File: src/rtl/store_buffer_pkg.sv
// store_buffer_pkg: shared defaults and types for the store buffer.
//   SB_DEPTH / SB_AW / SB_DW : default entry count, word-address width, data width
//   SB_PW                    : pointer width for the default depth
//   entry_t                  : one buffered store {addr, data} at the default widths
package store_buffer_pkg;

  localparam int SB_DEPTH = 4;
  localparam int SB_AW    = 32;
  localparam int SB_DW    = 32;
  localparam int SB_PW    = $clog2(SB_DEPTH);

  typedef struct packed {
    logic [SB_AW-1:0] addr;
    logic [SB_DW-1:0] data;
  } entry_t;

endpackage

File: src/rtl/store_buffer_fwd.sv
// store_buffer_fwd: combinational youngest-match search over the buffer.
//   ent_addr/ent_data : entry storage, indexed by physical slot
//   valid             : per-slot occupied flag
//   head              : slot of the oldest entry
//   load_addr         : address being loaded
//   hit               : some valid entry matches load_addr
//   data              : data of the youngest matching entry (0 when no hit)
module store_buffer_fwd #(
  parameter int DEPTH = 4,
  parameter int AW    = 32,
  parameter int DW    = 32,
  parameter int PW    = $clog2(DEPTH)
) (
  input  logic [AW-1:0]    ent_addr [DEPTH],
  input  logic [DW-1:0]    ent_data [DEPTH],
  input  logic [DEPTH-1:0] valid,
  input  logic [PW-1:0]    head,
  input  logic [AW-1:0]    load_addr,
  output logic             hit,
  output logic [DW-1:0]    data
);

  logic [PW-1:0] idx;

  // Walk slots from oldest (head) to youngest; a later match overrides an
  // earlier one, so the surviving value belongs to the entry nearest tail.
  // Pointer arithmetic wraps naturally because DEPTH is a power of two.
  always_comb begin
    hit  = 1'b0;
    data = '0;
    idx  = head;
    for (int i = 0; i < DEPTH; i++) begin
      idx = head + PW'(i);
      if (valid[idx] && (ent_addr[idx] == load_addr)) begin
        hit  = 1'b1;
        data = ent_data[idx];
      end
    end
  end

endmodule

File: src/rtl/store_buffer.sv
// store_buffer: write-posting buffer between CPU store/load issue and a
// single-port word-addressed data memory.
//   clk, rst_n          : clock, asynchronous active-low reset
//   cpu_we/cpu_re       : store / load request this cycle
//   cpu_addr, cpu_wd    : word address, store data
//   cpu_rd              : load data (forwarded from buffer or from memory)
//   cpu_stall           : store refused because the buffer is full
//   hold                : suppress draining
//   mem_we/mem_a/mem_wd : memory write enable, address, write data
//   mem_rd              : memory read data, combinational from mem_a
//   count, empty        : occupancy
//
// Handshake: a store is accepted at the rising edge of any cycle in which
// cpu_we=1 and cpu_stall=0; when cpu_stall=1 the requester holds cpu_addr and
// cpu_wd stable and retries. Loads are never stalled and own the memory port
// for their cycle.
module store_buffer
  import store_buffer_pkg::*;
#(
  parameter int DEPTH = SB_DEPTH,
  parameter int AW    = SB_AW,
  parameter int DW    = SB_DW
) (
  input  logic                   clk,
  input  logic                   rst_n,
  input  logic                   cpu_we,
  input  logic                   cpu_re,
  input  logic [AW-1:0]          cpu_addr,
  input  logic [DW-1:0]          cpu_wd,
  output logic [DW-1:0]          cpu_rd,
  output logic                   cpu_stall,
  input  logic                   hold,
  output logic                   mem_we,
  output logic [AW-1:0]          mem_a,
  output logic [DW-1:0]          mem_wd,
  input  logic [DW-1:0]          mem_rd,
  output logic [$clog2(DEPTH):0] count,
  output logic                   empty
);

  localparam int PW = $clog2(DEPTH);
  localparam logic [PW:0] CNT_FULL = (PW+1)'(DEPTH);
  localparam logic [PW:0] CNT_ONE  = (PW+1)'(1);

  logic [AW-1:0]    ent_addr [DEPTH];
  logic [DW-1:0]    ent_data [DEPTH];
  logic [DEPTH-1:0] valid;
  logic [PW-1:0]    head;
  logic [PW-1:0]    tail;
  logic [PW:0]      cnt;

  logic full;
  logic is_empty;
  logic enq;
  logic drain;
  logic fwd_hit;
  logic [DW-1:0] fwd_data;

  assign full     = (cnt == CNT_FULL);
  assign is_empty = (cnt == '0);

  // Acceptance looks only at the registered count: a drain in the same cycle
  // does not free room for a store until the following cycle.
  assign enq   = cpu_we & ~full;
  assign drain = ~is_empty & ~cpu_re & ~hold;

  always_ff @(posedge clk or negedge rst_n) begin
    if (!rst_n) begin
      head  <= '0;
      tail  <= '0;
      cnt   <= '0;
      valid <= '0;
    end else begin
      // enq and drain never touch the same slot: tail==head only when empty
      // (no drain) or full (no enqueue).
      if (enq) begin
        tail        <= tail + 1'b1;
        valid[tail] <= 1'b1;
      end
      if (drain) begin
        head        <= head + 1'b1;
        valid[head] <= 1'b0;
      end
      case ({enq, drain})
        2'b10:   cnt <= cnt + CNT_ONE;
        2'b01:   cnt <= cnt - CNT_ONE;
        default: cnt <= cnt;
      endcase
    end
  end

  // Entry payload needs no reset; the valid bits qualify it.
  always_ff @(posedge clk) begin
    if (enq) begin
      ent_addr[tail] <= cpu_addr;
      ent_data[tail] <= cpu_wd;
    end
  end

  store_buffer_fwd #(
    .DEPTH (DEPTH),
    .AW    (AW),
    .DW    (DW),
    .PW    (PW)
  ) u_fwd (
    .ent_addr  (ent_addr),
    .ent_data  (ent_data),
    .valid     (valid),
    .head      (head),
    .load_addr (cpu_addr),
    .hit       (fwd_hit),
    .data      (fwd_data)
  );

  // The buffer contents are registered, so a store presented this cycle is
  // not yet visible to a load in the same cycle.
  assign cpu_rd    = (cpu_re && fwd_hit) ? fwd_data : mem_rd;
  assign cpu_stall = cpu_we & full;
  assign mem_we    = drain;
  assign mem_a     = cpu_re ? cpu_addr : ent_addr[head];
  assign mem_wd    = ent_data[head];
  assign count     = cnt;
  assign empty     = is_empty;

endmodule

File: config.mk
export PLATFORM = sky130hd
export DESIGN_NAME = store_buffer
export DESIGN_NICKNAME = d
export VERILOG_FILES = /design/src/rtl/store_buffer_pkg.sv /design/src/rtl/store_buffer_fwd.sv /design/src/rtl/store_buffer.sv
export SDC_FILE = /design/constraint.sdc
export NUM_CORES = 1
export LEC_CHECK = 0
export ABC_AREA = 1
export CAP_MARGIN = 10
export CORE_ASPECT_RATIO = 0.8
export CORE_MARGIN = 2
export CORE_UTILIZATION = 58
export DETAILED_ROUTE_END_ITERATION = 12
export PLACE_DENSITY = 0.82
export SYNTH_ARGS = -nofsm -noshare
export SYNTH_HDL_FRONTEND = slang
export SYNTH_SLANG_ARGS = --single-unit
File: constraint.sdc
create_clock -name clk -period 6 [get_ports clk]
set_input_delay 1.2 -clock clk [delete_from_list [all_inputs] [get_ports clk]]
set_output_delay 1.2 -clock clk [all_outputs]
set_load 0.02 [all_outputs]
==> results.txt <==
CP cell instances -> clkinv_2 -> ha_4 -> buf_12 -> buf_16 -> nand3_1 -> nand2_1 -> xor2_1 -> nand2_1 -> nor2_1 -> nand3_1 -> nor2_2 -> buf_4 -> buf_4 -> a21oi_1 -> nand2_1 -> nand2_1 -> nand2_1 -> clkdlybuf4s50_1
Register-to-register setup slack -> 3.46 ns
Clk_lat worst skew -> 0.57 ns
Tot Pwr -> 0.0119 W
TritonRoute pass-1 iters -> 8
Synth unique cells -> 31
Max Cap Violations -> 0
Area of the core -> 30,600 um2
Yosys warns -> 0
Grt total ovfl -> 0
Worst setup EP type -> output pin
Fin. Hold Viols -> 0
Post-synth net total -> 2,637
PD cells -> 557 nW/um2
Synthesized flop and latch total -> 267
FFs w/ async S/R, synth -> 4.12%
Crit share post-route -> 98.0%
Type of origin of the critical path -> flop
Hold Path End -> count[2]$_DFFE_PN0P_
FMAX -> 170 MHz
Hold crit path type -> reg2reg
Pleak -> 9.64 nW
Syn_area_per_cell -> 7.18 um2
Vias per cell -> 5.96
Slew Viols, Final -> 0
Most frequent cells in the layout -> 1,096 x nand2_1, 330 x nand3_1, 256 x edfxtp_1
Worst Reg-to-Reg Cells -> 5
CP max FO -> 32
Mapped Cells -> 2,526
Port buffer count -> 202
Post-synthesis cell area -> 18,100 um2
Setup violations, final -> 0
WS Path Type -> reg2out
Worst r2r src -> count[0]$_DFFE_PN0P_
Worst IR Drop VDD -> 0.563 mV
Critical Path Source -> head[0]$_DFFE_PN0P_
CTS buffer count -> 29
Global-route wire length before repair -> 87,300 um
FF-to-FF End -> ent_data[39]$_DFFE_PP_
Clock transition at path regs -> 0.06 ns
Pin count of the biggest net entering global routing -> 232
Most common cell after layout, fill and taps aside -> nand2_1
Least-Margin Pin Slew -> 1.10 ns
Drt wl/cell -> 18.3 um
Cell family with most CP delay -> buffers and inverters
Area leader, netlist -> edfxtp_1
Ant. Diodes -> 0
Hold_sp -> count[2]$_DFFE_PN0P_
Post-DP HPWL -> 35,900 um
Antenna-violating nets left -> 0
Setup Skew -> 0.0155 ns
Initial core utilization -> 59.3%
Clock Path Buffers -> 3
Slew margin rel. -> 27.0%
Number of global-route vias before repair -> 17,200
Status -> complete, no violations
Arr. time, crit path -> 4.68 ns
Fin nets -> 2,763
WHS Path Cells -> 1
Worst EP required -> 4.80 ns
Post-layout minimum cycle time -> 5.88 ns
Clock sinks -> 267
Hold_ws -> 0.536 ns
Chip Width -> 202 um
CTS tree -> built
H-tree levels -> 1
Synth top area share -> 42.4%
CTS hold repair buffers -> 0
DRC -> 0
Via count -> 18,400
Crit path buffers/inverters -> 6
CP most frequent cell -> nand2_1
Tot GR Track Use -> 33.4%
DIE HEIGHT -> 162 um
EDFF count, synth -> 256
Initial antenna violation count -> 1
# rows -> 57
Die area -> 32,700 um2
Area contributors post-synth -> edfxtp_1 42%, nand2_1 23%, nand3_1 9.1%
Clk root buf -> clkbuf_16
Critical-path top delay cell -> clkdlybuf4s50_1
Post-Route WL -> 56,400 um
Area grow syn2layout -> 18.3%
IO Count -> 203
Primary FF master, synth -> edfxtp_1
Max incr delay on CP -> 0.59 ns
Seq/Total Area, Yosys -> 43.9%
Iter 0 DRT Violations -> 2,410
Placer Congestion -> 1.02
Fraction of layout cells with a size suffix above 1 -> 3.66%
-- repair_timing --
action	in CTS	in global routing
resized for setup	0	8
endpoints found under the setup margin	0	32
setup buffers	0	2
-- power breakdown --
part | switching [W] | total [W] | internal [W]
clock | 0.000748 | 0.00177 | 0.00102
sequential | 0.000167 | 0.00264 | 0.00247
combinational | 0.00510 | 0.00754 | 0.00244
total | 0.00601 | 0.0119 | 0.00593
-- per-layer routing --
layer  GRT usage (%)  part of all wire, %
met3            6.00                   13
met2            52.2                   44
met1            46.4                   40
met5               0                0.019
met4            13.1                  3.4
-- per-stage QoR --
| stage | utilization [%] | instances | instance area [um2] | TNS [ns] | setup WS [ns] |
|---|---|---|---|---|---|
| floorplan | - | 2526 | 18100 | 0 | 1.13 |
| global placement | 66.6 | 3029 | 20400 | 0 | 0.327 |
| detailed placement | 66.6 | 3029 | 20400 | 0 | 0.304 |
| CTS | 69.6 | 3082 | 21300 | 0 | 0.129 |
| global route | 70.1 | 3087 | 21400 | -0.00193 | -0.00193 |
| finish | 70.1 | 3087 | 21400 | 0 | 0.117 |
-- registers in the layout, summed over array words and instances (netlist names) --
register,flops
ent_addr,128
ent_data,128
valid,4
count,3
head,2
tail,2
-- how the worst max path moves through the flow --
| stage | to | slack (ns) | cells past startpoint |
|---|---|---|---|
| after CTS | cpu_rd[29] | 0.13 | 17 |
| after global routing | cpu_rd[15] | -0.002 | 18 |
| after global placement | cpu_rd[18] | 0.33 | 16 |
| after floorplan | cpu_rd[23] | 1.13 | 26 |
| final | cpu_rd[18] | 0.12 | 18 |
| after detailed placement | cpu_rd[29] | 0.30 | 16 |
-- kinds of logic (layout without fill, tap and decap cells) --
kind of cell / count (synthesis) / after routing / share of synthesized area (%)
flip-flops: 267 / 267 / 43.9
buffers and inverters: 270 / 418 / 6.54
multiplexers: 64 / 64 / 3.53
AND/OR/NAND/NOR: 1581 / 1581 / 35.3
adder cells (fa/ha/maj): 10 / 10 / 0.732
XOR/XNOR: 29 / 29 / 1.40
AO/OA/AOI/OAI: 305 / 305 / 8.59
-- synth_stat cells (6+ instances only) --
| cell | instances |
|---|---|
| a21oi_1 | 43 |
| buf_1 | 11 |
| buf_2 | 60 |
| buf_4 | 14 |
| buf_6 | 6 |
| clkbuf_1 | 56 |
| dfrtp_1 | 11 |
| edfxtp_1 | 256 |
| ha_1 | 9 |
| inv_1 | 119 |
| mux2i_1 | 64 |
| nand2_1 | 1096 |
| nand3_1 | 330 |
| nor2_1 | 140 |
| o211ai_1 | 10 |
| o21ai_0 | 241 |
| o21ai_1 | 9 |
| xor2_1 | 27 |
-- cell type report --
type,count,area (um2)
fillers,2451,9150
multi-input cells,1989,9020
flip-flops and latches,267,7970
repair buffers,242,2520
clock buffers,40,807
well taps,413,517
inverters,123,494
clock inverters,13,110
No activity file was read; power rests on OpenSTA's default activity.
